==> src/rtl/cpu_imm_stage.sv <==
// ---------------------------------------------------------------------------
// cpu_imm_stage
//   Registered, flow-controlled immediate generator for the decode pipeline.
//   Takes instr[31:7] plus a format select, builds the XLEN-wide immediate
//   combinationally, and registers it (with an error flag and sideband tag)
//   into an output register backed by a one-entry skid register. in_ready
//   is derived purely from state, so it never depends on out_ready.
//
// Ports
//   clk         rising-edge clock
//   rst_n       asynchronous active-low reset
//   flush       synchronous flush, drops every buffered beat (and any
//               beat offered in the same cycle)
//   in_valid    input beat valid
//   in_ready    stage can accept a beat (NOT skid_valid)
//   in_data     instr[31:7]
//   in_imm_src  format: 0=I 1=S 2=B 3=U 4=J 5=Z 6=SH 7=reserved
//   in_tag      opaque sideband, carried unchanged
//   out_valid   output beat valid
//   out_ready   consumer accepts the output beat
//   out_imm     extended immediate
//   out_err     reserved format, or 32-bit shamt out of range
//   out_tag     tag of the output beat
// ---------------------------------------------------------------------------
module cpu_imm_stage #(
  parameter int XLEN  = 32,
  parameter int TAG_W = 8
) (
  input  logic             clk,
  input  logic             rst_n,
  input  logic             flush,
  input  logic             in_valid,
  output logic             in_ready,
  input  logic [24:0]      in_data,
  input  logic [2:0]       in_imm_src,
  input  logic [TAG_W-1:0] in_tag,
  output logic             out_valid,
  input  logic             out_ready,
  output logic [XLEN-1:0]  out_imm,
  output logic             out_err,
  output logic [TAG_W-1:0] out_tag
);

  // Returns {err, imm}. The signed locals make every size cast a sign
  // extension; the unsigned slices used for Z/SH cast as zero extension.
  function automatic logic [XLEN:0] build_imm(input logic [24:0] d,
                                              input logic [2:0]  src);
    logic signed [11:0] imm_i;
    logic signed [11:0] imm_s;
    logic signed [12:0] imm_b;
    logic signed [31:0] imm_u;
    logic signed [20:0] imm_j;
    logic [XLEN-1:0]    imm;
    logic               err;
    imm_i = d[24:13];
    imm_s = {d[24:18], d[4:0]};
    imm_b = {d[24], d[0], d[23:18], d[4:1], 1'b0};
    imm_u = {d[24:5], 12'b0};
    imm_j = {d[24], d[12:5], d[13], d[23:14], 1'b0};
    imm   = '0;
    err   = 1'b0;
    case (src)
      3'd0: imm = XLEN'(imm_i);
      3'd1: imm = XLEN'(imm_s);
      3'd2: imm = XLEN'(imm_b);
      3'd3: imm = XLEN'(imm_u);
      3'd4: imm = XLEN'(imm_j);
      3'd5: imm = XLEN'(d[12:8]);
      3'd6: begin
        if (XLEN == 64) begin
          imm = XLEN'(d[18:13]);
        end else begin
          // RV32 shifts only have a 5-bit shamt; bit 5 set is illegal.
          imm = XLEN'(d[17:13]);
          err = d[18];
        end
      end
      default: err = 1'b1;
    endcase
    return {err, imm};
  endfunction

  logic [XLEN-1:0]  imm_p0;
  logic             err_p0;
  logic             in_fire;
  logic             skid_valid;
  logic [XLEN-1:0]  skid_imm;
  logic             skid_err;
  logic [TAG_W-1:0] skid_tag;

  // ---- stage 0: combinational immediate build on the input side ----
  always_comb begin
    {err_p0, imm_p0} = build_imm(in_data, in_imm_src);
  end

  assign in_ready = ~skid_valid;
  assign in_fire  = in_valid & in_ready;

  // ---- stage 1: output register with skid backing ----
  always_ff @(posedge clk or negedge rst_n) begin
    if (!rst_n) begin
      out_valid  <= 1'b0;
      out_imm    <= '0;
      out_err    <= 1'b0;
      out_tag    <= '0;
      skid_valid <= 1'b0;
      skid_imm   <= '0;
      skid_err   <= 1'b0;
      skid_tag   <= '0;
    end else if (flush) begin
      out_valid  <= 1'b0;
      skid_valid <= 1'b0;
    end else if (!out_valid || out_ready) begin
      if (skid_valid) begin
        // in_ready is low while the skid is full, so no new beat competes.
        out_valid  <= 1'b1;
        out_imm    <= skid_imm;
        out_err    <= skid_err;
        out_tag    <= skid_tag;
        skid_valid <= 1'b0;
      end else if (in_fire) begin
        out_valid <= 1'b1;
        out_imm   <= imm_p0;
        out_err   <= err_p0;
        out_tag   <= in_tag;
      end else begin
        out_valid <= 1'b0;
      end
    end else if (in_fire) begin
      skid_valid <= 1'b1;
      skid_imm   <= imm_p0;
      skid_err   <= err_p0;
      skid_tag   <= in_tag;
    end
  end

endmodule

==> config.mk <==
export PLATFORM = sky130hd
export DESIGN_NAME = cpu_imm_stage
export DESIGN_NICKNAME = d
export VERILOG_FILES = /design/src/rtl/cpu_imm_stage.sv
export SDC_FILE = /design/constraint.sdc
export NUM_CORES = 1
export LEC_CHECK = 0
export CORE_ASPECT_RATIO = 0.6
export CORE_MARGIN = 2
export CORE_UTILIZATION = 52
export CTS_CLUSTER_DIAMETER = 200
export DETAILED_ROUTE_END_ITERATION = 8
export PLACE_DENSITY_LB_ADDON = 0.3
export SETUP_SLACK_MARGIN = 0.4
export SLEW_MARGIN = 20
export SYNTH_ARGS = -nofsm -noshare
export SYNTH_HDL_FRONTEND = slang
export SYNTH_SLANG_ARGS = --single-unit
==> constraint.sdc <==
create_clock -name clk -period 1.6 [get_ports clk]
set_input_delay 0.32 -clock clk [delete_from_list [all_inputs] [get_ports clk]]
set_output_delay 0.32 -clock clk [all_outputs]
set_load 0.01 [all_outputs]
[Word-level counts from Yosys, hierarchy flattened]
Index checks and enable logic that the tools add are counted.
Cells by class
  bitwise gates (word level): 4
  equality and inequality tests: 6
  reduce and logical (&&, ||, !) cells: 9
  mux-type cells: 15
Operators with widths (count)
  case mux 32 bit (7 select lines): 1
  2-to-1 mux 32 bit: 2
  2-to-1 mux 8 bit: 2
  == test 3 bit (second input constant): 3
  2-to-1 mux 1 bit: 9
  == test 3 x 2 -> 1 bit (second input constant): 2
  AND reduction 3 bit: 2
  OR reduction 6 bit: 1
  nonzero test 2 bit: 2
  == test 3 x 1 -> 1 bit (second input constant): 1
  logical NOT 3 bit: 1
  NOT 1 bit: 3
  nonzero test 3 bit: 1
  case mux 1 bit (2 select lines): 1
  bitwise AND 1 bit: 1
  logical NOT 1 bit: 1
  logical OR 1 bit: 1
Word-level totals
  flip-flop bits (word level): 84
  logic and storage cells: 42
  input bits: 41
  output and inout bits: 43

[Depth between registers and ports, before layout]
Gate-level depths: netlist of run 1.
  depth after elaboration: 6
  gate-level depth with buffers: 7
  gate-level depth less buffers: 4

[Worst setup path after synthesis of run 1]
OpenSTA, ideal clock, no wires.
  path type: register to register
  start: reg out_valid
  end: reg out_imm[10]
  stages on the path, launching flop included: 5
  arrival: 1382 ps
  path buffers: 1
  setup time: 125 ps
  setup slack: 94 ps
  required time: 1475 ps
  clock period less this slack: 1506 ps
  cells stage by stage: dfrtp_1 nor2b_2 nor3_4 buf_2 mux2_2
On the way
  longest elaborated chain between the ends: 3
Ends and longest elaborated chain
  start: declaration: RTL line 37  | output logic out_valid,
  start signal: assignment: RTL line 102  | out_valid <= 1'b0;
  start signal: assignment: RTL line 111  | out_valid <= 1'b0;
  start signal: assignment: RTL line 116  | out_valid <= 1'b1;
  logical NOT 1 bit: RTL line 113  | end else if (!out_valid || out_ready) begin
  logical OR 1 bit: RTL line 113
  AND reduction 3 bit (no line)
  end signal: assignment: RTL line 117  | out_imm <= skid_imm;
  end signal: assignment: RTL line 123  | out_imm <= imm_p0;
  end: declaration: RTL line 39  | output logic [XLEN-1:0] out_imm,
Every way passes these cells.
A chain may end at the register's enable or synchronous reset.

[Final worst setup path of run 1]
  start: reg out_valid
  end: reg skid_imm[13]
On the way
  longest elaborated chain between the ends: 4
Ends and longest elaborated chain
  logical NOT 1 bit: RTL line 113
  logical OR 1 bit: RTL line 113
  NOT 1 bit (no line)
  AND reduction 3 bit (no line)
  end signal: assignment: RTL line 131  | skid_imm <= imm_p0;
  end: declaration: RTL line 87  | logic [XLEN-1:0] skid_imm;
Every way passes these cells.

==> out/metrics.yaml, run 1 <==
status: "finished with violations"
violations: "negative hold slack"
htreeDepth: 3
grt_max_degree: 85
skew_ns: 0.007161
rows: 25
slew_headroom_pct: 68.68
critPathLaunchType: "flop"
ys_seq_area_share_pct: 50.86
avgSynthCellArea_um2: 9.225
vias_per_cell: 6.470
fp.dieArea_um2: 8700
stdcell_area_um2: 6644
reg2reg_from: "out_valid"
pwr_density_cell_nw_per_um2: 1046
synthArstFlopShare_pct: 100.0
pin_count: 84
highest_layer: "met4"
timing.hold.ws_ns: -0.01642
fin_crit_sh_pct: 97.35
grt_pass1_wl_um: 21040
syn_to_final_growth_pct: 60.76
drt_iter0_drc: 676
gp_congestion: 0.8821
hold_class: "input pin to async pin"
r2r_end: "skid_imm[13]"
placed_area_um2: 5330
grt_pass1_vias: 3905
antenna_found_initial: 0
met3WireLength_um: 1964
cts-root-buf: "clkbuf_16"
final_max_slew_viol_count: 0
crit_chain: "nor2b_4 > buf_6 > buf_6 > nand3_4 > buf_12 > buf_12 > nand2_1 > o21ai_1"
rsz0062_at_grt: "yes"
post-route-min-period_ns: 1.558
ant_nets: 0
reg2regPathDepth: 8
worstSetupPathDepth: 8
power.leakage_nw: 3.004
hold_viol: 11
fillers: 346
synth-main-ff-cell: "dfrtp_1"
clkTransAtPathRegs_ns: 0.06
crit_start: "out_valid"
cts_tree: "done"
criticalPathCategory: "flop to flop"
arrival_ns: 1.78
cp_top_family: "buffers and inverters"
fmax_mhz: 642.0
setup_violations: 0
synth_cell_types: 31
final_nets: 633
synthesis.area_um2: 4133
cp_max_fo: 7
grt_overflow: 0
cp_num_buf_inv: 4
max_stage_delay_ns: 0.36
antenna_cells: 0
layout_setup_ws_ns: 0.04233
report.power.total_mw: 6.952
portBuffers: 83
hold_buffers: 0
routed_wl_um: 17130
tightest_slew_ns: 0.4697
r2r_setup_slack_ns: 0.04
mostFrequentLayoutCell: "dfrtp_1"
ir_worst_vdd_uv: 850.3
drive_gt1_share_pct: 44.72
cts-buffers-inserted: 9
synth_edf_count: 0
core_area_um2: 7789
dp_hpwl_um: 7463
synth_cells: 448
grtUsageTotal_pct: 32.08
cp-end-kind: "flop"
yosys_warnings: 0
drt-met1-wl_um: 6705
route.detailed.drc: 0
stdcell_count: 705
num_vias: 4561
die_width_um: 119.1
final_cell_mix: "83 x dfrtp_1, 51 x buf_4, 40 x buf_2"
cts.sinks: 84
syn_nets: 489
drt-wirelength-per-cell_um: 24.29
synth-seq-cells: 84
clkLatencyLatePin_ns: 0.35
drv_cap: 0
start_util_pct: 53.06
fp.dieH_um: 73.06
worstPathRequired_ns: 1.82
crit_slowest_cell: "dfrtp_1"
endpoint: "skid_imm[13]"
placed_cells: 638
dr_wl_met2_um: 7646
place_ws_ns: -0.3549
clk_path_buf_depth: 2
dr.pass1.iters: 7
-- where the power goes --
part           internal [mW]  leakage, nW  switching [mW]
registers               2.51         1.08           0.308
logic                  0.965         1.78           0.969
clock network           1.30        0.142           0.901
total                   4.77         3.00            2.18
-- layer usage --
layer | vias to the layer above | track usage (%)
met5 | - | 0
met4 | 0 | 10.85
met3 | 95 | 6.016
met2 | 397 | 49.17
met1 | 2205 | 46.29
li1 | 1864 | -
-- flip-flops by register name, summed over array words and instances (netlist names) --
signal and flops:
out_tag 8, skid_imm 32, out_imm 32, skid_valid 1, skid_tag 8, skid_err 1, out_valid 1, out_err 1
-- per-stage QoR --
| step | setup TNS, ns | utilization (%) |
|---|---|---|
| after floorplan | 0 | - |
| after global placement | -15.68 | 68.43 |
| after detailed placement | -19.31 | 68.43 |
| after CTS | 0 | 77.54 |
| after global routing | -0.01179 | 85.30 |
| final | 0 | 85.30 |
-- timing repair --
| action | in CTS | in global routing |
|---|---|---|
| cloned | 7 | 7 |
| gates resized for setup | 257 | 114 |
| pin swaps | 17 | 41 |
| buffers inserted | 27 | 10 |
| endpoints found under the setup margin | 125 | 118 |
| endpoints found under the hold margin | 0 | 0 |
-- synth_stat cells (4+ instances only) --
master	number	area (um2)
o21ai_2	4	35.03
nand3b_1	13	97.59
mux2i_1	12	120.1
a211oi_1	15	112.6
nand2b_1	9	56.30
nor2_1	21	78.83
o21ai_1	27	135.1
o21ai_0	40	200.2
o211ai_1	15	112.6
buf_2	20	100.1
clkbuf_1	16	60.06
nand2_1	81	304.0
a21oi_1	35	175.2
nand3_1	24	120.1
mux2_1	4	45.04
mux2_2	11	123.9
dfrtp_1	84	2102
buf_6	4	45.04
-- worst register-to-register path, cell delays in order, from the launching register on --
cell and delay (ns):
dfrtp_1 0.36, nor2b_4 0.16, buf_6 0.12, buf_6 0.10, nand3_4 0.14, buf_12 0.21, buf_12 0.15, nand2_1 0.09
o21ai_1 0.10
-- how the worst min path moves through the flow --
stage | from | endpoint | cells after the start
2_1_floorplan | rst_n | out_err | 0
3_3_place_gp | rst_n | out_tag[5] | 2
3_5_place_dp | rst_n | out_tag[6] | 2
4_1_cts | rst_n | out_tag[6] | 2
5_1_grt | rst_n | out_tag[5] | 2
6_report | rst_n | skid_tag[5] | 2
-- cell type report --
class                   instances  area, um2  share of cell area, %
repair buffers                174       1744                  26.25
flip-flops and latches         84       2103                  31.66
clock buffers                  13      260.3                  3.917
clock inverters                 3      45.04                 0.6780
multi-input cells             322       2350                  35.37
inverters                       1      6.256                0.09416
well taps                     108      135.1                  2.034
-- cells by family (layout without fill, tap and decap cells) --
group           after synthesis  in the layout  synth area share [%]
buf+inv                      42            191                 5.238
compound gates              139            139                 19.19
fa+ha+maj                     1              1                0.2725
simple gates                155            155                 17.44
mux                          27             27                 6.994
flops                        84             84                 50.86
No activity file was read; power rests on OpenSTA's default activity.
==> run 2, diff against run 1 <==
--- a/config.mk
+++ b/config.mk
@@ -7,9 +7,10 @@
 export LEC_CHECK = 0
 export CORE_ASPECT_RATIO = 0.6
 export CORE_MARGIN = 2
-export CORE_UTILIZATION = 52
+export CORE_UTILIZATION = 57
 export CTS_CLUSTER_DIAMETER = 200
 export DETAILED_ROUTE_END_ITERATION = 8
+export DONT_BUFFER_PORTS = 1
 export PLACE_DENSITY_LB_ADDON = 0.3
 export SETUP_SLACK_MARGIN = 0.4
 export SLEW_MARGIN = 20
==> constraint.sdc (replaced) <==
create_clock -name clk -period 1.4 [get_ports clk]
set_input_delay 0.28 -clock clk [delete_from_list [all_inputs] [get_ports clk]]
set_output_delay 0.28 -clock clk [all_outputs]
set_load 0.01 [all_outputs]
==> run 2 against run 1 <==
Count of clock-buffer cells in the layout grew 2. Worst setup slack worse by 0.22 ns. Largest cell class unchanged. Cell area shrank 16%. Clock power up 12%. The run ends with negative hold slack, negative setup slack left.
==> out/metrics.yaml, run 2 (synthesis results as in run 1) <==
pwr_density_cell_nw_per_um2: 1268
power.leakage_nw: 2.336
cts.sinks: 84
grtUsageTotal_pct: 27.61
post-route-min-period_ns: 1.574
ant_nets: 0
dp_hpwl_um: 6499
slew_headroom_pct: 67.83
pin_count: 84
antenna_found_initial: 0
r2r_setup_slack_ns: -0.17
reg2regPathDepth: 4
violations: "negative hold slack, negative setup slack"
worstPathRequired_ns: 1.63
start_util_pct: 60.34
place_ws_ns: -0.04387
grt_pass1_vias: 3243
hold_class: "input pin to async pin"
rows: 23
rsz0062_at_grt: "yes"
ir_worst_vdd_uv: 924.6
routed_wl_um: 13980
endpoint: "out_tag[5]"
reg_top3: "out_imm x32, skid_imm x32"
stdcell_count: 560
p_seq_share_pct: 47.8
route.detailed.drc: 0
clk_path_buf_depth: 2
drive_gt1_share_pct: 40.80
dr.pass1.iters: 6
arrival_ns: 1.80
final_cell_mix: "72 x dfrtp_1, 33 x nand2_2, 33 x o21ai_1"
p_comb_share_pct: 17.6
antenna_cells: 0
cp_max_fo: 7
cts-root-buf: "clkbuf_16"
r2r_end: "out_tag[5]"
grt_overflow: 0
gp_congestion: 0.7850
report.power.total_mw: 7.104
clkLatencyLatePin_ns: 0.35
setup_violations: 78
final_nets: 509
syn_to_final_growth_pct: 35.57
layout_setup_ws_ns: -0.1739
htreeDepth: 3
crit_start: "out_valid"
grt_max_degree: 85
reg2reg_from: "out_valid"
timing.hold.ws_ns: -0.3719
portBuffers: 0
placed_cells: 516
die_width_um: 113.9
final_max_slew_viol_count: 0
status: "finished with violations"
cts_tree: "done"
clkTransAtPathRegs_ns: 0.06
fmax_mhz: 635.3
switching_share_pct: 29.43
cts-buffers-inserted: 9
fin_crit_sh_pct: 112.4
fp.dieH_um: 69.96
p_sw_mw: 2.091
mostFrequentLayoutCell: "dfrtp_1"
vias_per_cell: 7.025
cp-end-kind: "flop"
criticalPathCategory: "flop to flop"
drv_cap: 0
clkPwrFrac_pct: 34.6
core_area_um2: 6849
num_vias: 3934
fp.dieArea_um2: 7970
critPathLaunchType: "flop"
hold_viol: 86
drt-wirelength-per-cell_um: 24.96
drt_iter0_drc: 493
tightest_slew_ns: 0.4826
skew_ns: 0.01029
grt_pass1_wl_um: 17160
final_core_util_pct: 81.80
p_int_mw: 5.013
## run 2: cell types whose count changed in the layout (fill, tap and decap cells not counted), moves of 9 or more
cell,before,now
buf_2,40,0
dfrtp_1,83,72
o21ai_1,24,33
dfrtp_2,1,12
clkdlybuf4s50_1,32,0
buf_4,51,13
nand2_2,19,33
## run 2: power by group through the flow
stage	combinational, mW	sequential (mW)	clock, mW
final	1.25	3.39	2.46
after global routing	1.34	3.43	2.56
after CTS	0.964	3.30	2.41
after detailed placement	0.770	3.28	0
after global placement	0.728	3.26	0
after floorplan	0.672	3.19	0
## run 2: worst min-delay path by stage
stage | start | to | slack, ns | cells past startpoint
after floorplan | rst_n | out_err | -0.02 | 0
after global placement | rst_n | skid_valid | -0.01 | 0
after detailed placement | rst_n | skid_valid | -0.01 | 0
after CTS | rst_n | skid_imm[12] | -0.37 | 0
after global routing | rst_n | out_imm[3] | -0.39 | 0
final | rst_n | skid_tag[1] | -0.37 | 0
## run 2: final cells by class
cell class / instances / area, um2
clock buffers: 15 / 267.8
clock inverters: 1 / 30.03
fillers: 320 / 1246
inverters: 1 / 16.27
multi-input cells: 322 / 2312
flip-flops and latches: 84 / 2117
well taps: 87 / 108.9
repair buffers: 50 / 750.7
## run 2: timing repair
| action | CTS | global route |
|---|---|---|
| pin swaps | 19 | 33 |
| gates cloned | 2 | 10 |
| endpoints found under the hold margin | 84 | 86 |
| resized for setup | 126 | 73 |
| setup endpoints to repair | 125 | 127 |
| setup buffers | 7 | 9 |
## run 2: routing by layer
layer | track usage [%] | wire [um]
met5 | 0 | 0
met4 | 6.233 | 557
met3 | 9.809 | 1786
met2 | 41.20 | 6380
met1 | 38.93 | 5253
## run 2: worst max-delay path, stage by stage, from the launching register on
cell and delay (ns):
dfrtp_1 0.38, nor2b_4 0.15, or3_4 0.48, buf_8 0.19, o21ai_1 0.27
## run 2: stage by stage
step	area [um2]	TNS, ns	hold slack, ns
floorplan	4239	-0.9128	-0.01559
global placement	4299	-0.03630	-0.01240
detailed placement	4299	-0.6650	-0.01340
CTS	5044	-0.05218	-0.3666
global route	5603	-9.384	-0.3876
finish	5603	-5.579	-0.3719
